**config.mk**
```make
export PLATFORM = sky130hd
export DESIGN_NAME = vga_sync_gen_flat
export DESIGN_NICKNAME = d
export VERILOG_FILES = /design/src/rtl/vga_sync_gen_if.sv /design/src/rtl/vga_sync_gen.sv /design/src/flat_wrapper.sv
export SDC_FILE = /design/constraint.sdc
export NUM_CORES = 1
export LEC_CHECK = 0
export CAP_MARGIN = 20
export CORE_MARGIN = 1.5
export CORE_UTILIZATION = 54
export CTS_BUF_LIST = sky130_fd_sc_hd__clkbuf_4 sky130_fd_sc_hd__clkbuf_8
export DETAILED_ROUTE_END_ITERATION = 7
export GPL_TIMING_DRIVEN = 0
export PLACE_DENSITY_LB_ADDON = 0.08
export RECOVER_POWER = 25
export REMOVE_ABC_BUFFERS = 1
export SKIP_CTS_REPAIR_TIMING = 1
export SLEW_MARGIN = 20
export SYNTH_ARGS = -nofsm -noshare
export SYNTH_HDL_FRONTEND = slang
export SYNTH_SLANG_ARGS = --single-unit
export TNS_END_PERCENT = 20
```
**constraint.sdc**
```tcl
create_clock -name pxl_clk -period 2.7 [get_ports pxl_clk]
set_clock_uncertainty 0.1 [all_clocks]
set_input_delay 0.675 -clock pxl_clk [delete_from_list [all_inputs] [get_ports pxl_clk]]
set_output_delay 0.675 -clock pxl_clk [all_outputs]
set_load 0.01 [all_outputs]
```
**src/rtl/vga_sync_gen_if.sv**
```systemverilog
// vga_sync_gen_if: raster timing bundle from the sync generator to its consumers.
// master drives the counters, syncs and event pulses; slave observes them.
interface vga_sync_gen_if;
  logic [9:0] hcount;
  logic [9:0] vcount;
  logic       hsync;
  logic       vsync;
  logic       video_on;
  logic       line_end;
  logic       frame_start;
  logic       vblank_start;
  logic [7:0] frame_count;

  modport master (
    output hcount, vcount, hsync, vsync, video_on,
    output line_end, frame_start, vblank_start, frame_count
  );

  modport slave (
    input hcount, vcount, hsync, vsync, video_on,
    input line_end, frame_start, vblank_start, frame_count
  );
endinterface

```
**src/rtl/vga_sync_gen.sv**
```systemverilog
// vga_sync_gen: 640x480@60 raster counters, phase FSMs and aligned strobes.
// Define VGA_FRAME_COUNT_EN to add the 8-bit completed-frame counter.
module vga_sync_gen #(
  parameter int H_ACTIVE = 640,
  parameter int H_FP     = 16,
  parameter int H_SYNC   = 96,
  parameter int H_BP     = 48,
  parameter int V_ACTIVE = 480,
  parameter int V_FP     = 10,
  parameter int V_SYNC   = 2,
  parameter int V_BP     = 33
) (
  input  logic           pxl_clk,
  input  logic           rst,
  vga_sync_gen_if.master vga
);
  localparam int H_TOTAL = H_ACTIVE + H_FP + H_SYNC + H_BP;
  localparam int V_TOTAL = V_ACTIVE + V_FP + V_SYNC + V_BP;

  localparam logic [9:0] H_LAST   = 10'(H_TOTAL - 1);
  localparam logic [9:0] H_FP_AT  = 10'(H_ACTIVE);
  localparam logic [9:0] H_SYN_AT = 10'(H_ACTIVE + H_FP);
  localparam logic [9:0] H_BP_AT  = 10'(H_ACTIVE + H_FP + H_SYNC);
  localparam logic [9:0] V_LAST   = 10'(V_TOTAL - 1);
  localparam logic [9:0] V_FP_AT  = 10'(V_ACTIVE);
  localparam logic [9:0] V_SYN_AT = 10'(V_ACTIVE + V_FP);
  localparam logic [9:0] V_BP_AT  = 10'(V_ACTIVE + V_FP + V_SYNC);

  localparam logic [1:0] H_ACT   = 2'd0;
  localparam logic [1:0] H_FRONT = 2'd1;
  localparam logic [1:0] H_SYN   = 2'd2;
  localparam logic [1:0] H_BACK  = 2'd3;
  localparam logic [1:0] V_ACT   = 2'd0;
  localparam logic [1:0] V_FRONT = 2'd1;
  localparam logic [1:0] V_SYN   = 2'd2;
  localparam logic [1:0] V_BACK  = 2'd3;

  logic [9:0] hcount, vcount;
  logic [9:0] h_nxt, v_nxt;
  logic [1:0] hphase, vphase;
  logic [1:0] hphase_nxt, vphase_nxt;
  logic       h_wrap, v_wrap;
  logic       hsync_q, vsync_q, video_q;
  logic       line_q, frame_q, vblank_q;

  always_comb begin
    h_wrap = (hcount == H_LAST);
    v_wrap = (vcount == V_LAST);
    h_nxt  = h_wrap ? 10'd0 : hcount + 10'd1;
    v_nxt  = vcount;
    if (h_wrap) v_nxt = v_wrap ? 10'd0 : vcount + 10'd1;
  end

  always_comb begin
    hphase_nxt = hphase;
    unique case (hphase)
      H_ACT:   if (h_nxt == H_FP_AT)  hphase_nxt = H_FRONT;
      H_FRONT: if (h_nxt == H_SYN_AT) hphase_nxt = H_SYN;
      H_SYN:   if (h_nxt == H_BP_AT)  hphase_nxt = H_BACK;
      H_BACK:  if (h_wrap)            hphase_nxt = H_ACT;
      default: hphase_nxt = H_ACT;
    endcase
  end

  always_comb begin
    vphase_nxt = vphase;
    unique case (vphase)
      V_ACT:   if (h_wrap && v_nxt == V_FP_AT)  vphase_nxt = V_FRONT;
      V_FRONT: if (h_wrap && v_nxt == V_SYN_AT) vphase_nxt = V_SYN;
      V_SYN:   if (h_wrap && v_nxt == V_BP_AT)  vphase_nxt = V_BACK;
      V_BACK:  if (h_wrap && v_wrap)            vphase_nxt = V_ACT;
      default: vphase_nxt = V_ACT;
    endcase
  end

  // Strobes come from the next count so they line up with the count they describe.
  always_ff @(posedge pxl_clk or posedge rst) begin
    if (rst) begin
      hcount   <= '0;
      vcount   <= '0;
      hphase   <= H_ACT;
      vphase   <= V_ACT;
      hsync_q  <= 1'b1;
      vsync_q  <= 1'b1;
      video_q  <= 1'b0;
      line_q   <= 1'b0;
      frame_q  <= 1'b0;
      vblank_q <= 1'b0;
    end else begin
      hcount   <= h_nxt;
      vcount   <= v_nxt;
      hphase   <= hphase_nxt;
      vphase   <= vphase_nxt;
      hsync_q  <= (hphase_nxt != H_SYN);
      vsync_q  <= (vphase_nxt != V_SYN);
      video_q  <= (hphase_nxt == H_ACT) && (vphase_nxt == V_ACT);
      line_q   <= (h_nxt == H_LAST);
      frame_q  <= (h_nxt == 10'd0) && (v_nxt == 10'd0);
      vblank_q <= (h_nxt == 10'd0) && (v_nxt == V_FP_AT);
    end
  end

  assign vga.hcount       = hcount;
  assign vga.vcount       = vcount;
  assign vga.hsync        = hsync_q;
  assign vga.vsync        = vsync_q;
  assign vga.video_on     = video_q;
  assign vga.line_end     = line_q;
  assign vga.frame_start  = frame_q;
  assign vga.vblank_start = vblank_q;

`ifdef VGA_FRAME_COUNT_EN
  logic [7:0] frame_cnt;

  always_ff @(posedge pxl_clk or posedge rst) begin
    if (rst)                  frame_cnt <= '0;
    else if (h_wrap && v_wrap) frame_cnt <= frame_cnt + 8'd1;
  end

  assign vga.frame_count = frame_cnt;
`else
  assign vga.frame_count = 8'd0;
`endif
endmodule

```
**src/flat_wrapper.sv**
```systemverilog
// flat-port wrapper written by rule: the top's interface ports become plain ports
module vga_sync_gen_flat 
#(
  parameter int H_ACTIVE = 640,
  parameter int H_FP     = 16,
  parameter int H_SYNC   = 96,
  parameter int H_BP     = 48,
  parameter int V_ACTIVE = 480,
  parameter int V_FP     = 10,
  parameter int V_SYNC   = 2,
  parameter int V_BP     = 33
)
  (pxl_clk, rst, vga_hcount, vga_vcount, vga_hsync, vga_vsync, vga_video_on, vga_line_end, vga_frame_start, vga_vblank_start, vga_frame_count);
  vga_sync_gen_if vga_i ();
  input  logic pxl_clk;
  input  logic rst;
  output wire logic [$bits(vga_i.hcount)-1:0] vga_hcount;
  output wire logic [$bits(vga_i.vcount)-1:0] vga_vcount;
  output wire logic [$bits(vga_i.hsync)-1:0] vga_hsync;
  output wire logic [$bits(vga_i.vsync)-1:0] vga_vsync;
  output wire logic [$bits(vga_i.video_on)-1:0] vga_video_on;
  output wire logic [$bits(vga_i.line_end)-1:0] vga_line_end;
  output wire logic [$bits(vga_i.frame_start)-1:0] vga_frame_start;
  output wire logic [$bits(vga_i.vblank_start)-1:0] vga_vblank_start;
  output wire logic [$bits(vga_i.frame_count)-1:0] vga_frame_count;
  assign vga_hcount = vga_i.hcount;
  assign vga_vcount = vga_i.vcount;
  assign vga_hsync = vga_i.hsync;
  assign vga_vsync = vga_i.vsync;
  assign vga_video_on = vga_i.video_on;
  assign vga_line_end = vga_i.line_end;
  assign vga_frame_start = vga_i.frame_start;
  assign vga_vblank_start = vga_i.vblank_start;
  assign vga_frame_count = vga_i.frame_count;
  vga_sync_gen #(.H_ACTIVE(H_ACTIVE), .H_FP(H_FP), .H_SYNC(H_SYNC), .H_BP(H_BP), .V_ACTIVE(V_ACTIVE), .V_FP(V_FP), .V_SYNC(V_SYNC), .V_BP(V_BP)) u_core (.pxl_clk(pxl_clk), .rst(rst), .vga(vga_i));
endmodule
```
==> impl_metrics.env, run 1 <==
export IMPL_outcome="complete, no violations"
export IMPL_timing_final_hold_violations=0
export IMPL_dp_hpwl_um=3170
export IMPL_synthDominantCellAreaShare=0.372
export IMPL_wire_per_inst_um=16.9
export IMPL_synthDistinctLibCells=57
export IMPL_worstMarginPinSlew_ps=1140
export IMPL_core_ar_um2=3340
export IMPL_syn_instance_count=198
export IMPL_synth_enable_flop_cells=0
export IMPL_yosys_most_used_dff="dfrtp_1"
export IMPL_syn_avg_cell_area_um2=9.52
export IMPL_grt_overflow_total=0
export IMPL_slew_headroom=0.240
export IMPL_insertedDiodeCount=0
export IMPL_place_area_um2=2150
export IMPL_final_hold_slack_ps=377
export IMPL_p_switching_uw=187
export IMPL_die_width_um=62.1
export IMPL_first_pass_grt_wire_length_um=7240
export IMPL_via_count=1733
export IMPL_final_design_instance_area_without_fill_um2=2380
export IMPL_p_sw_frac=0.225
export IMPL_cts_root_buf="clkbuf_4"
export IMPL_postRouteAntennaNets=0
export IMPL_drt_first_iter_violations=193
export IMPL_route_detailed_drc=0
export IMPL_setup_tns_final_ps=0
export IMPL_power_ir_vdd_worst_v=0.000304
export IMPL_layout_commonest_cell="clkdlybuf4s50_1"
export IMPL_grt_max_degree=31
export IMPL_synth_largest_area_cell="dfrtp_1"
export IMPL_yosys_warn_count=0
export IMPL_maxClockFrequency_mhz=374
export IMPL_internal_power_uw=644
export IMPL_drt_total_wl_um=4780
export IMPL_ys_async_sr_fraction=1.00
export IMPL_cts_tree="yes"
export IMPL_leakagePower_nw=0.943
export IMPL_clock_latency_ps=340
export IMPL_synth_ff_latch_count=30
export IMPL_clkSinkCount=30
export IMPL_fp_dieArea_um2=3860
export IMPL_place_congestion=0.908
export IMPL_worstHoldPathCells=1
export IMPL_crit_fanout=9
export IMPL_power_sequential_fraction=0.540
export IMPL_synth_top_cells_by_area="dfrtp_1 37%, nand2_1 3.4%, ha_1 3.3%"
export IMPL_htree_num_levels=2
export IMPL_floorplan_initialDensity=0.565
export IMPL_drive_gt1_frac=0.177
export IMPL_finalCriticalPeriod_ps=2670
export IMPL_worst_setup_path_type="register to register"
export IMPL_power_frac_clock=0.442
export IMPL_finish_utilization=0.712
export IMPL_layout_worst_path_cycle_share=0.989
export IMPL_powerDensity_nw_per_um2=350
export IMPL_crit_required_ps=2810
export IMPL_io_pin_count=36
export IMPL_portBuffers=27
export IMPL_number_of_clock_buffers_inserted_by_tritoncts=5
export IMPL_grt_pass1_vias=1598
export IMPL_fin_nets=243
export IMPL_fillCellCount=276
export IMPL_startpoint_kind_of_the_worst_setup_timing_path="register"
export IMPL_number_of_antenna_violations_at_the_first_check_in_global_routing=0
export IMPL_worst_setup_path_end_kind="register"
export IMPL_critPathArrivalTime_ps=2780
export IMPL_synth_area_um2=1890
export IMPL_fp_dieH_um=62.1
export IMPL_power_combinational_fraction=0.018
export IMPL_syn2layout_area_growth_pct=26.0
export IMPL_grt_util_all_layers=0.258
export IMPL_highest_count_cells_in_the_layout_ignoring_fill_and_taps="26 x clkdlybuf4s50_1, 25 x dfrtp_1, 17 x nand2_1, 15 x inv_1, 10 x nand3_1"
export IMPL_timing_reg2reg_worst_path_depth=8
export IMPL_report_final_setup_viol=0
export IMPL_max_capacitance_violation_total=0
export IMPL_synth_seq_area_share=0.399
export IMPL_viasPerCell=6.12
export IMPL_cts_reportedPaths_clkPinSlew_ps=100
export IMPL_timing_max_transition_violations_final=0
export IMPL_holdCritPathClass="register to register"
export IMPL_drtPass1Iterations=6
export IMPL_number_of_buffers_on_the_longest_clock_path=2
export IMPL_row_count=21
==> power groups by stage <==
| stage | logic (mW) | clock network [mW] | registers (mW) |
|---|---|---|---|
| 2_1_floorplan | 0.0114 | 0 | 0.458 |
| 3_3_place_gp | 0.0149 | 0 | 0.458 |
| 3_5_place_dp | 0.0156 | 0 | 0.458 |
| 4_1_cts | 0.0155 | 0.374 | 0.449 |
| 5_1_grt | 0.0177 | 0.391 | 0.449 |
| 6_report | 0.0147 | 0.368 | 0.449 |
==> per-stage QoR <==
step                std cells  setup slack (ps)  power (mW)
floorplan                 192              56.1       0.469
global placement          265              -300       0.473
detailed placement        265              -364       0.473
CTS                       273              -439       0.839
global route              283             -36.4       0.858
finish                    283              29.3       0.831
==> cell usage after synthesis, drive strengths merged (3+ instances only) <==
cell	number
a21oi	3
and2	3
and3	5
buf	10
clkbuf	3
dfrtp	28
ha	5
inv	15
nand2	17
nand2b	4
nand3	10
nand4	9
nor2	7
nor3	5
nor4	7
o21ai	13
o311ai	3
o31ai	5
xnor2	7
xor2	3
==> metal layers <==
| metal | wire, um | up-vias | GRT usage |
|---|---|---|---|
| met5 | 0 | - | 0 |
| met2 | 2380 | 84 | 0.411 |
| met3 | 270 | 15 | 0.0642 |
| met4 | 116 | 0 | 0.119 |
| met1 | 2020 | 839 | 0.331 |
| li1 | - | 795 | - |
==> cells by family after synthesis <==
family                     share of synthesized area
AOI/OAI and AO/OA                              0.180
xor gates and xnor gates                      0.0465
adders and majority gates                     0.0332
buffers and inverters                         0.0763
DFF                                            0.399
other                                        0.00199
and+or+nand+nor                                0.263
==> path summary, 6_finish.rpt <==
| kind | from | endpoint | slack [ps] |
|---|---|---|---|
| setup / recovery | u_core.vga.hcount[6] | u_core.vga.video_on | 30 |
| hold / removal | u_core.vga.hcount[0] | u_core.vga.hcount[0] | 380 |
| setup reg to reg | u_core.vga.hcount[6] | u_core.vga.video_on | 30 |
| hold reg to reg | u_core.vga.hcount[0] | u_core.vga.hcount[0] | 380 |
| max in group asynchronous | rst | u_core.vga.hcount[1] | 770 |
| min in group asynchronous | rst | u_core.vga.vblank_start | 950 |
==> worst max-delay path, stage by stage, from the launching register on <==
cell       delay [ps]
dfrtp_1           470
nand4bb_4         340
or3_4             490
o311ai_4          320
a211oi_2          100
buf_4             160
a31o_1            210
a32oi_2           270
nor4_2             80
==> final cells by class <==
class / count / area, um^2 / area share
clock buffer: 5 / 37.5 / 0.0158
clock inverter: 3 / 45.0 / 0.0190
inverter: 15 / 56.3 / 0.0237
multi-input combinational: 148 / 1090 / 0.458
sequential: 30 / 757 / 0.319
tap: 46 / 57.6 / 0.0242
timing repair buffer: 36 / 334 / 0.141
==> flip-flops by register name, indices dropped and copies added (netlist names) <==
register,flops
u_core.vga.video_on,1
u_core.vphase,2
u_core.vga.hsync,1
u_core.vga.line_end,1
u_core.vga.vcount,10
u_core.vga.vsync,1
u_core.vga.hcount,10
u_core.vga.vblank_start,1
u_core.vga.frame_start,1
u_core.hphase,2
Note: power is estimated with default switching activity, not from simulation.
==> run 2, diff against run 1 <==
--- a/config.mk
+++ b/config.mk
@@ -5,6 +5,7 @@
 export SDC_FILE = /design/constraint.sdc
 export NUM_CORES = 1
 export LEC_CHECK = 0
+export ABC_CLOCK_PERIOD_IN_PS = 2700
 export CAP_MARGIN = 20
 export CORE_MARGIN = 1.5
 export CORE_UTILIZATION = 54
==> results of run 2 <==
Same layout as run 1: the final DEF is identical, and so are final timing and power.
==> run 3, diff against run 2 <==
--- a/config.mk
+++ b/config.mk
@@ -8,7 +8,7 @@
 export ABC_CLOCK_PERIOD_IN_PS = 2700
 export CAP_MARGIN = 20
 export CORE_MARGIN = 1.5
-export CORE_UTILIZATION = 54
+export CORE_UTILIZATION = 23
 export CTS_BUF_LIST = sky130_fd_sc_hd__clkbuf_4 sky130_fd_sc_hd__clkbuf_8
 export DETAILED_ROUTE_END_ITERATION = 7
 export GPL_TIMING_DRIVEN = 0
@@ -16,7 +16,7 @@
 export RECOVER_POWER = 25
 export REMOVE_ABC_BUFFERS = 1
 export SKIP_CTS_REPAIR_TIMING = 1
-export SLEW_MARGIN = 20
+export SLEW_MARGIN = 25
 export SYNTH_ARGS = -nofsm -noshare
 export SYNTH_HDL_FRONTEND = slang
 export SYNTH_SLANG_ARGS = --single-unit
==> run 3 against run 2 <==
Non-clock buffer count rose by 2. Combinational power up 7%. Design area is 5.8% higher. Largest power group unchanged.
==> impl_metrics.env, run 3 (synthesis results as in run 1) <==
export IMPL_grt_max_degree=31
export IMPL_slowest_stage="or3_4"
export IMPL_critical_path_startpoint="u_core.vga.hcount[0]"
export IMPL_stdcell_count=341
export IMPL_timing_final_ws_setup_ps=117
export IMPL_timing_critical_path_cells="ha_4 -> nand4_4 -> or3_4 -> o311ai_4 -> a211oi_2 -> buf_4 -> a31o_1 -> a32oi_2 -> nor4_2"
export IMPL_floorplan_initialDensity=0.240
export IMPL_total_power_uw=859
export IMPL_layout_commonest_cell="clkdlybuf4s50_1"
export IMPL_cts_reportedPaths_clkPinSlew_ps=70
export IMPL_layout_worst_path_cycle_share=0.957
export IMPL_insertedDiodeCount=0
export IMPL_min_to="u_core.vga.hcount[0]"
export IMPL_htree_num_levels=2
export IMPL_worstHoldPathCells=2
export IMPL_drtPass1Iterations=4
export IMPL_drt_total_wl_um=5170
export IMPL_timing_reg2reg_worst_path_depth=9
export IMPL_dp_worst_setup_slack_ps=-502
export IMPL_drive_gt1_frac=0.213
export IMPL_report_final_setup_viol=0
export IMPL_cts_root_buf="clkbuf_8"
export IMPL_critPathMaxStageDelay_ps=460
export IMPL_dp_cells=321
export IMPL_final_hold_slack_ps=497
export IMPL_critPathArrivalTime_ps=2640
export IMPL_hold_start="u_core.vga.hcount[0]"
export IMPL_fp_dieH_um=93.5
export IMPL_highest_count_cells_in_the_layout_ignoring_fill_and_taps="27 x clkdlybuf4s50_1, 21 x dfrtp_1, 17 x nand2_1, 14 x inv_1, 11 x buf_4"
export IMPL_holdCritPathClass="register to register"
export IMPL_grt_overflow_total=0
export IMPL_postRouteAntennaNets=0
export IMPL_finish_utilization=0.320
export IMPL_largestRegisters="u_core.vga.hcount (10), u_core.vga.vcount (10)"
export IMPL_wire_per_inst_um=15.2
export IMPL_place_area_um2=2220
export IMPL_regToRegStartpoint="u_core.vga.hcount[0]"
export IMPL_via_count=1655
export IMPL_final_design_instance_area_without_fill_um2=2510
export IMPL_worst_setup_path_end_kind="register"
export IMPL_core_ar_um2=7850
export IMPL_max_capacitance_violation_total=0
export IMPL_r2r_end="u_core.vga.video_on"
export IMPL_die_width_um=93.5
export IMPL_outcome="complete, no violations"
export IMPL_drt_first_iter_violations=53
export IMPL_finalCriticalPeriod_ps=2580
export IMPL_startpoint_kind_of_the_worst_setup_timing_path="register"
export IMPL_number_of_clock_buffers_inserted_by_tritoncts=5
export IMPL_crit_required_ps=2760
export IMPL_power_ir_vdd_worst_v=0.000123
export IMPL_fillCellCount=843
export IMPL_leakagePower_nw=0.973
export IMPL_timing_max_transition_violations_final=0
export IMPL_powerDensity_nw_per_um2=342
export IMPL_viasPerCell=4.85
export IMPL_grt_pass1_vias=1568
export IMPL_fin_nets=245
export IMPL_route_detailed_drc=0
export IMPL_crit_fanout=8
export IMPL_worst_setup_path_type="register to register"
export IMPL_maxClockFrequency_mhz=387
export IMPL_slew_headroom=0.548
export IMPL_fp_dieArea_um2=8750
export IMPL_first_pass_grt_wire_length_um=8150
export IMPL_setup_tns_final_ps=0
export IMPL_row_count=32
export IMPL_number_of_antenna_violations_at_the_first_check_in_global_routing=0
export IMPL_portBuffers=27
export IMPL_syn2layout_area_growth_pct=33.3
export IMPL_io_pin_count=36
export IMPL_clock_latency_ps=290
export IMPL_timing_final_hold_violations=0
export IMPL_number_of_buffers_on_the_longest_clock_path=2
export IMPL_place_congestion=0.754
export IMPL_r2r_slack_ps=120
export IMPL_grt_util_all_layers=0.122
export IMPL_dp_hpwl_um=3480
export IMPL_cts_tree="yes"
export IMPL_worstMarginPinSlew_ps=677
export IMPL_clkSinkCount=30
[run 3: cell types whose count changed in the layout (fill, tap and decap cells not counted), moves of 2 or more]
cell	previous run	this run
buf_4	8	11
clkbuf_4	5	0
clkbuf_8	0	6
dfrtp_1	25	21
dfrtp_2	3	7
ha_2	2	0
nor4_1	5	3
nor4_2	1	3
[run 3: worst max path at each step]
stage                                      to  slack [ps]  cells past startpoint
after CTS                 u_core.vga.video_on        -540                      8
after global placement    u_core.vga.video_on        -560                      8
after global routing      u_core.vga.video_on          -6                      8
after detailed placement  u_core.vga.video_on        -500                      8
after floorplan           u_core.vga.video_on          60                      8
final                     u_core.vga.video_on         120                      9
[run 3: final cells by class]
cell class	count	area, um^2	area share
clock buffer	6	82.6	0.0329
tap	102	128	0.0508
sequential	30	762	0.303
multi-input combinational	148	1120	0.445
timing repair buffer	38	353	0.140
inverter	15	56.3	0.0224
clock inverter	2	12.5	0.00498
[run 3: metal layers]
metal	routed length (um)	up-vias	GRT usage
met2	2430	40	0.200
li1	-	798	-
met4	83	0	0.0448
met1	2480	810	0.156
met3	176	7	0.0268
met5	0	-	0
[run 3: report_power, final]
group	internal, mW	switching (mW)
sequential	0.449	0
combinational	0.00140	0.0144
clock	0.205	0.189
total	0.655	0.204
[run 3: critical path: cells and delay by family, from the launching register on]
kind                       cells  cell delay, ps
adders and majority gates      1             180
DFF                            1             400
buffers and inverters          1             160
and+or+nand+nor                3             740
AOI/OAI and AO/OA              4             880
==> RTL edit 1, RTL diff (config.mk and constraints of run 1) <==
One comparison of `vcount` changes from == to >=.
--- a/src/rtl/vga_sync_gen.sv
+++ b/src/rtl/vga_sync_gen.sv
@@ -45,7 +45,7 @@
 
   always_comb begin
     h_wrap = (hcount == H_LAST);
-    v_wrap = (vcount == V_LAST);
+    v_wrap = (vcount >= V_LAST);
     h_nxt  = h_wrap ? 10'd0 : hcount + 10'd1;
     v_nxt  = vcount;
     if (h_wrap) v_nxt = v_wrap ? 10'd0 : vcount + 10'd1;
Formal check against the unedited RTL: no difference found for any inputs over 10 cycles, from zero or initial values and one cycle with rst high; that may be too few to reach the edited logic, so the function may still have changed.
==> RTL edit 1 against run 1 <==
  * Power down 9.7%
  * Critical path depth down 1
  * Sequential power about the same
  * Die area down 4.2%
  * Final area down 3.4%
  * Area after synthesis down 4.4%
  * Non-clock buffer count down 5
  * First-iteration DRC count down 46%
  * Largest cell class unchanged
  * Highest routed layer unchanged
  * Wire length down 13%
  * Critical path type unchanged
  * Count of clock-buffer cells in the layout up 3
  * Setup slack better by 0.037 ns
  * Sequential cell count unchanged
==> RTL edit 1: results (changes against run 1) <==
* Clk root buf: clkbuf_4
* GR Util met2 at 36.25% (-4.8 points)
* Register area share after synthesis at 41.81% (+1.9 points)
* Critical R2R Capture: u_core.vga.video_on
* Final setup fails at 0 (unchanged)
* Area contributors post-synth: dfrtp_1, xnor2_1, ha_1
* Mux contribution to synthesized area at 0% (unchanged)
* Post-Synth XOR/XNOR Area at 5.833% (+1.2 points)
* Mapped Avg Cell Area at 9.483 µm² (-0.42%)
* First-pass GRT wire length at 6403 µm (-12%)
* H-tree levels at 2 (unchanged)
* Detailed-route wire length per cell at 15.89 µm (-5.9%)
* Placed cell area at 2046 µm² (-4.9%)
* Hold Crit Class: register to register
* Layout fillers at 249 (-9.8%)
* Met1 Track Usage GR at 32.06% (-1.1 points)
* Share of cells above drive strength 1 at 22.02% (+4.3 points)
* Finished Layout Cells at 262 (-7.4%)
* Layout area overhead at 27.43%
* 1st-pass router iterations at 4 (-2)
* Status: finished, final reports clean
* Pleak at 0.9591 nW (+1.7%)
* Least-Margin Pin Slew at 1.124 ns (-0.01503 ns)
* Worst skew pair latency at 0.34 ns (about the same)
* Final RePlAce weighted congestion at 0.8961 (-1.3%)
* Adder-Cell Fraction of Synth Area at 3.472% (+0.15 points)
* Final nets at 224 (-7.8%)
* Vias in the first global route at 1406 (-12%)
* Pre-CTS setup slack at -0.2820 ns (+0.08176 ns)
* Most frequent cells after synthesis: dfrtp_1, nor2_1, nand2_1
* Seq power at 449 µW (about the same)
* Ys flop type: dfrtp_1
* Warnings, synthesis at 0 (unchanged)
* Sw Pwr at 167.0 µW (-11%)
* Crit path from: u_core.vga.hcount[7]
* Met3 usage at 4.904% (-1.5 points)
* Max clock buf depth at 2 (unchanged)
* Placed cell count at 250 (-5.7%)
* Global Route Usage Sum at 23.56% (-2.3 points)
* CTS Buf Count at 5 (unchanged)
* WS Path Type: register to register
* VDD IR max at 283.8 µV (-6.5%)
* R2R Setup Slk at 0.07 ns (+0.04 ns)
* Post-synthesis compound-gate area fraction at 11.46% (-6.5 points)
* Largest regs: u_core.vga.hcount x10, u_core.vga.vcount x10
* Vias per cell at 5.847 (-4.5%)
* Int Power at 583.7 µW (-9.4%)
* Netlist cell types at 46 (-19%)
* Largest net degree at the start of global routing at 31 (unchanged)
* Worst reg2reg path depth at 7 (-1)
* Critical-path maximum fanout at 8 (-1)
* DPL Wire Length at 2819 µm (-11%)
* Combinational power at 14.5 µW
* First DRT Iteration DRCs at 104 (-46%)
* Initial antenna violation count at 0 (unchanged)
* Async S/R FF share, synth at 100.0% (unchanged)
* Minimum clock period at 2.634 ns (-0.03658 ns)
==> RTL edit 1: changes by cell type after synthesis, sizes merged, moves of 4 or more <==
cell,run 1,this run
o31ai,5,1
o21ai,13,5
and3,5,1
o22ai,0,4
inv,15,8
nor3,5,12
and4,2,7
nand3,10,4
nor2,7,15
==> RTL edit 1: kinds of logic (layout without fill, tap and decap cells) <==
family | count (synthesis) | after routing
XOR/XNOR | 12 | 12
AND/OR/NAND/NOR | 87 | 87
AO/OA/AOI/OAI | 29 | 29
other | 1 | 8
buffers and inverters | 26 | 47
flip-flops | 30 | 30
adder cells (fa/ha/maj) | 5 | 5
==> RTL edit 1: worst min path at each step <==
stage	start	endpoint	slack, ns	cells after the start
2_1_floorplan	u_core.vphase[1]	u_core.vphase[1]	0.43	1
3_3_place_gp	u_core.vga.hcount[0]	u_core.vga.hcount[0]	0.45	1
5_1_grt	u_core.vga.hcount[0]	u_core.vga.hcount[0]	0.46	1
6_report	u_core.vga.hcount[0]	u_core.vga.hcount[0]	0.42	1
4_1_cts	u_core.vga.hcount[0]	u_core.vga.hcount[0]	0.48	1
3_5_place_dp	u_core.vga.hcount[0]	u_core.vga.hcount[0]	0.47	1
==> RTL edit 1: worst max-delay path, cell delays in order (launching register included) <==
cell	delay, ns
dfrtp_2	0.45
or4b_4	0.66
nor3_4	0.26
a32o_2	0.20
nand4b_4	0.12
o41a_1	0.37
o32a_2	0.22
nor3_2	0.17
==> RTL edit 1: layout make-up <==
class                   count  share of cell area, %
multi-input cells         141                  47.52
flip-flops and latches     30                  33.08
repair buffers             31                  13.08
clock buffers               8                  2.616
well taps                  44                  2.398
inverters                   8                  1.308
==> RTL edit 1: routing by layer <==
layer	routed length (µm)	vias up
met5	0	-
met4	65	0
met1	1858	736
met2	2048	56
met3	192	5
li1	-	735
==> RTL edit 2, RTL diff (settings of run 1) <==
Made on the original files. The option `VGA_FRAME_COUNT_EN` is turned on by a define.
--- a/src/rtl/vga_sync_gen.sv
+++ b/src/rtl/vga_sync_gen.sv
@@ -1,5 +1,7 @@
 // vga_sync_gen: 640x480@60 raster counters, phase FSMs and aligned strobes.
 // Define VGA_FRAME_COUNT_EN to add the 8-bit completed-frame counter.
+`define VGA_FRAME_COUNT_EN
+
 module vga_sync_gen #(
   parameter int H_ACTIVE = 640,
   parameter int H_FP     = 16,
Formal check against the unedited RTL: same outputs for any inputs over 10 cycles, from zero or initial values and one cycle with rst high; that may be too few to reach the edited logic, so the function may still have changed.
==> RTL edit 2 against run 1 <==
  * The flow now finishes with violations (setup timing)
  * Sequential cell count increased by 8
  * Setup slack got worse by 0.34 ns
  * Area after synthesis increased by 14%
  * Die area increased by 13%
  * Final area increased by 20%
  * Power increased by 41%
  * Clock power increased by 62%
  * Sequential power increased by 27%
  * Wire length increased by 14%
  * Largest cell class unchanged
  * Largest power group is now clock
==> RTL edit 2: results (changes against run 1) <==
* First DRT Iteration DRCs at 147 (-24%)
* Clk root buf: clkbuf_8
* Pleak at 1.191 nW (+26%)
* Worst hold start: u_core.vga.frame_count[5]
* Mapped Avg Cell Area at 9.688 µm² (+1.7%)
* Detailed-route wire length per cell at 16.96 µm (+0.37%)
* Final nets at 280 (+15%)
* Largest net degree at the start of global routing at 36 (+16%)
* Area contributors post-synth: dfrtp_1, xnor2_1, nand4_1
* CTS clock-pin slew for the worst setup and hold paths at 0.08 ns (-0.02 ns)
* PnR worst setup slack at -0.3062 ns (-0.3355 ns)
* Critical-path maximum fanout at 7 (-2)
* DPL Wire Length at 3409 µm (+7.6%)
* TNS Setup at -0.9232 ns (-0.9232 ns)
* Most frequent cells after synthesis: dfrtp_1, nand2_1, nand4_1
* Final RePlAce weighted congestion at 0.8253 (-9.1%)
* Port-buffer cells at 35 (+30%)
* CP max-delay cell: or4_4
* Status: finished, violations left
* 1st-pass router iterations at 5 (-1)
* Slowest cell delay on critical path at 0.60 ns (+0.11 ns)
* Worst skew pair latency at 0.30 ns (-0.04 ns)
* VDD IR max at 368.9 µV (+22%)
* Final setup fails at 4 (+4)
* Failing checks: setup timing
* Netlist cell types at 49 (-14%)
* Placed cell count at 299 (+13%)
* Vias per cell at 6.100 (-0.39%)
* Vias in the first global route at 1800 (+13%)
==> RTL edit 2: changes by cell type in the layout (fill, tap and decap cells not counted), moves of 6 or more <==
| cell | before | now |
|---|---|---|
| a21oi_1 | 2 | 13 |
| clkdlybuf4s50_1 | 26 | 34 |
| conb_1 | 8 | 0 |
| nand4_1 | 8 | 15 |
| buf_4 | 8 | 14 |
| dfrtp_2 | 3 | 9 |
==> RTL edit 2: cells by family after synthesis <==
logic type,after synthesis,share of synthesized area (%)
AO/OA/AOI/OAI,43,13.61
XOR/XNOR,16,6.515
adder cells (fa/ha/maj),6,3.490
buffers and inverters,21,5.293
flip-flops,38,44.33
multiplexers,1,0.5235
AND/OR/NAND/NOR,97,26.24
==> RTL edit 2: cell type report <==
type	count	share of cell area, %
well taps	48	2.112
multi-input cells	163	41.09
inverters	14	1.848
repair buffers	50	16.19
clock inverters	3	2.420
flip-flops and latches	38	33.92
clock buffers	5	2.420
==> RTL edit 2: report_power, final <==
group,switching [mW],internal [mW]
Combinational,0.0109,0.00150
Clock,0.225,0.370
Sequential,0,0.569
==> RTL edit 2: critical path, delay by kind of cell (launching register included) <==
kind / cells / cell delay, ns
buffers and inverters: 1 / 0.14
AO/OA/AOI/OAI: 2 / 0.55
AND/OR/NAND/NOR: 5 / 1.48
flip-flops: 1 / 0.44
adder cells (fa/ha/maj): 1 / 0.18
==> RTL edit 2: stage by stage <==
| stage | utilization, % | worst slack, ns | cell area (µm²) | power (mW) |
|---|---|---|---|---|
| final | 75.97 | -0.3062 | 2844 | 1.176 |
| after global routing | 75.97 | -0.4301 | 2844 | 1.199 |
| after CTS | 70.99 | -0.8042 | 2658 | 1.180 |
| after detailed placement | 67.31 | -0.7624 | 2520 | 0.5968 |
| after global placement | 66.78 | -0.7229 | 2500 | 0.5925 |
| after floorplan | - | -0.2733 | 2090 | 0.5883 |
==> RTL edit 2: worst min-delay path by stage <==
stage | end | slack, ns
floorplan | u_core.vga.frame_count[7] | 0.41
global placement | u_core.vga.frame_count[7] | 0.36
detailed placement | u_core.vga.frame_count[3] | 0.39
CTS | u_core.vga.frame_count[3] | 0.40
global route | u_core.vga.frame_count[3] | 0.43
finish | u_core.vga.frame_count[5] | 0.40
==> RTL edit 2: layer usage <==
metal  up-vias  global-route usage (%)  wire [µm]
met4         0                   7.908        109
li1        918                       -          -
met3        11                   4.770        243
met1       952                   32.93       2330
met2        77                   42.88       2760
met5         -                       0          0
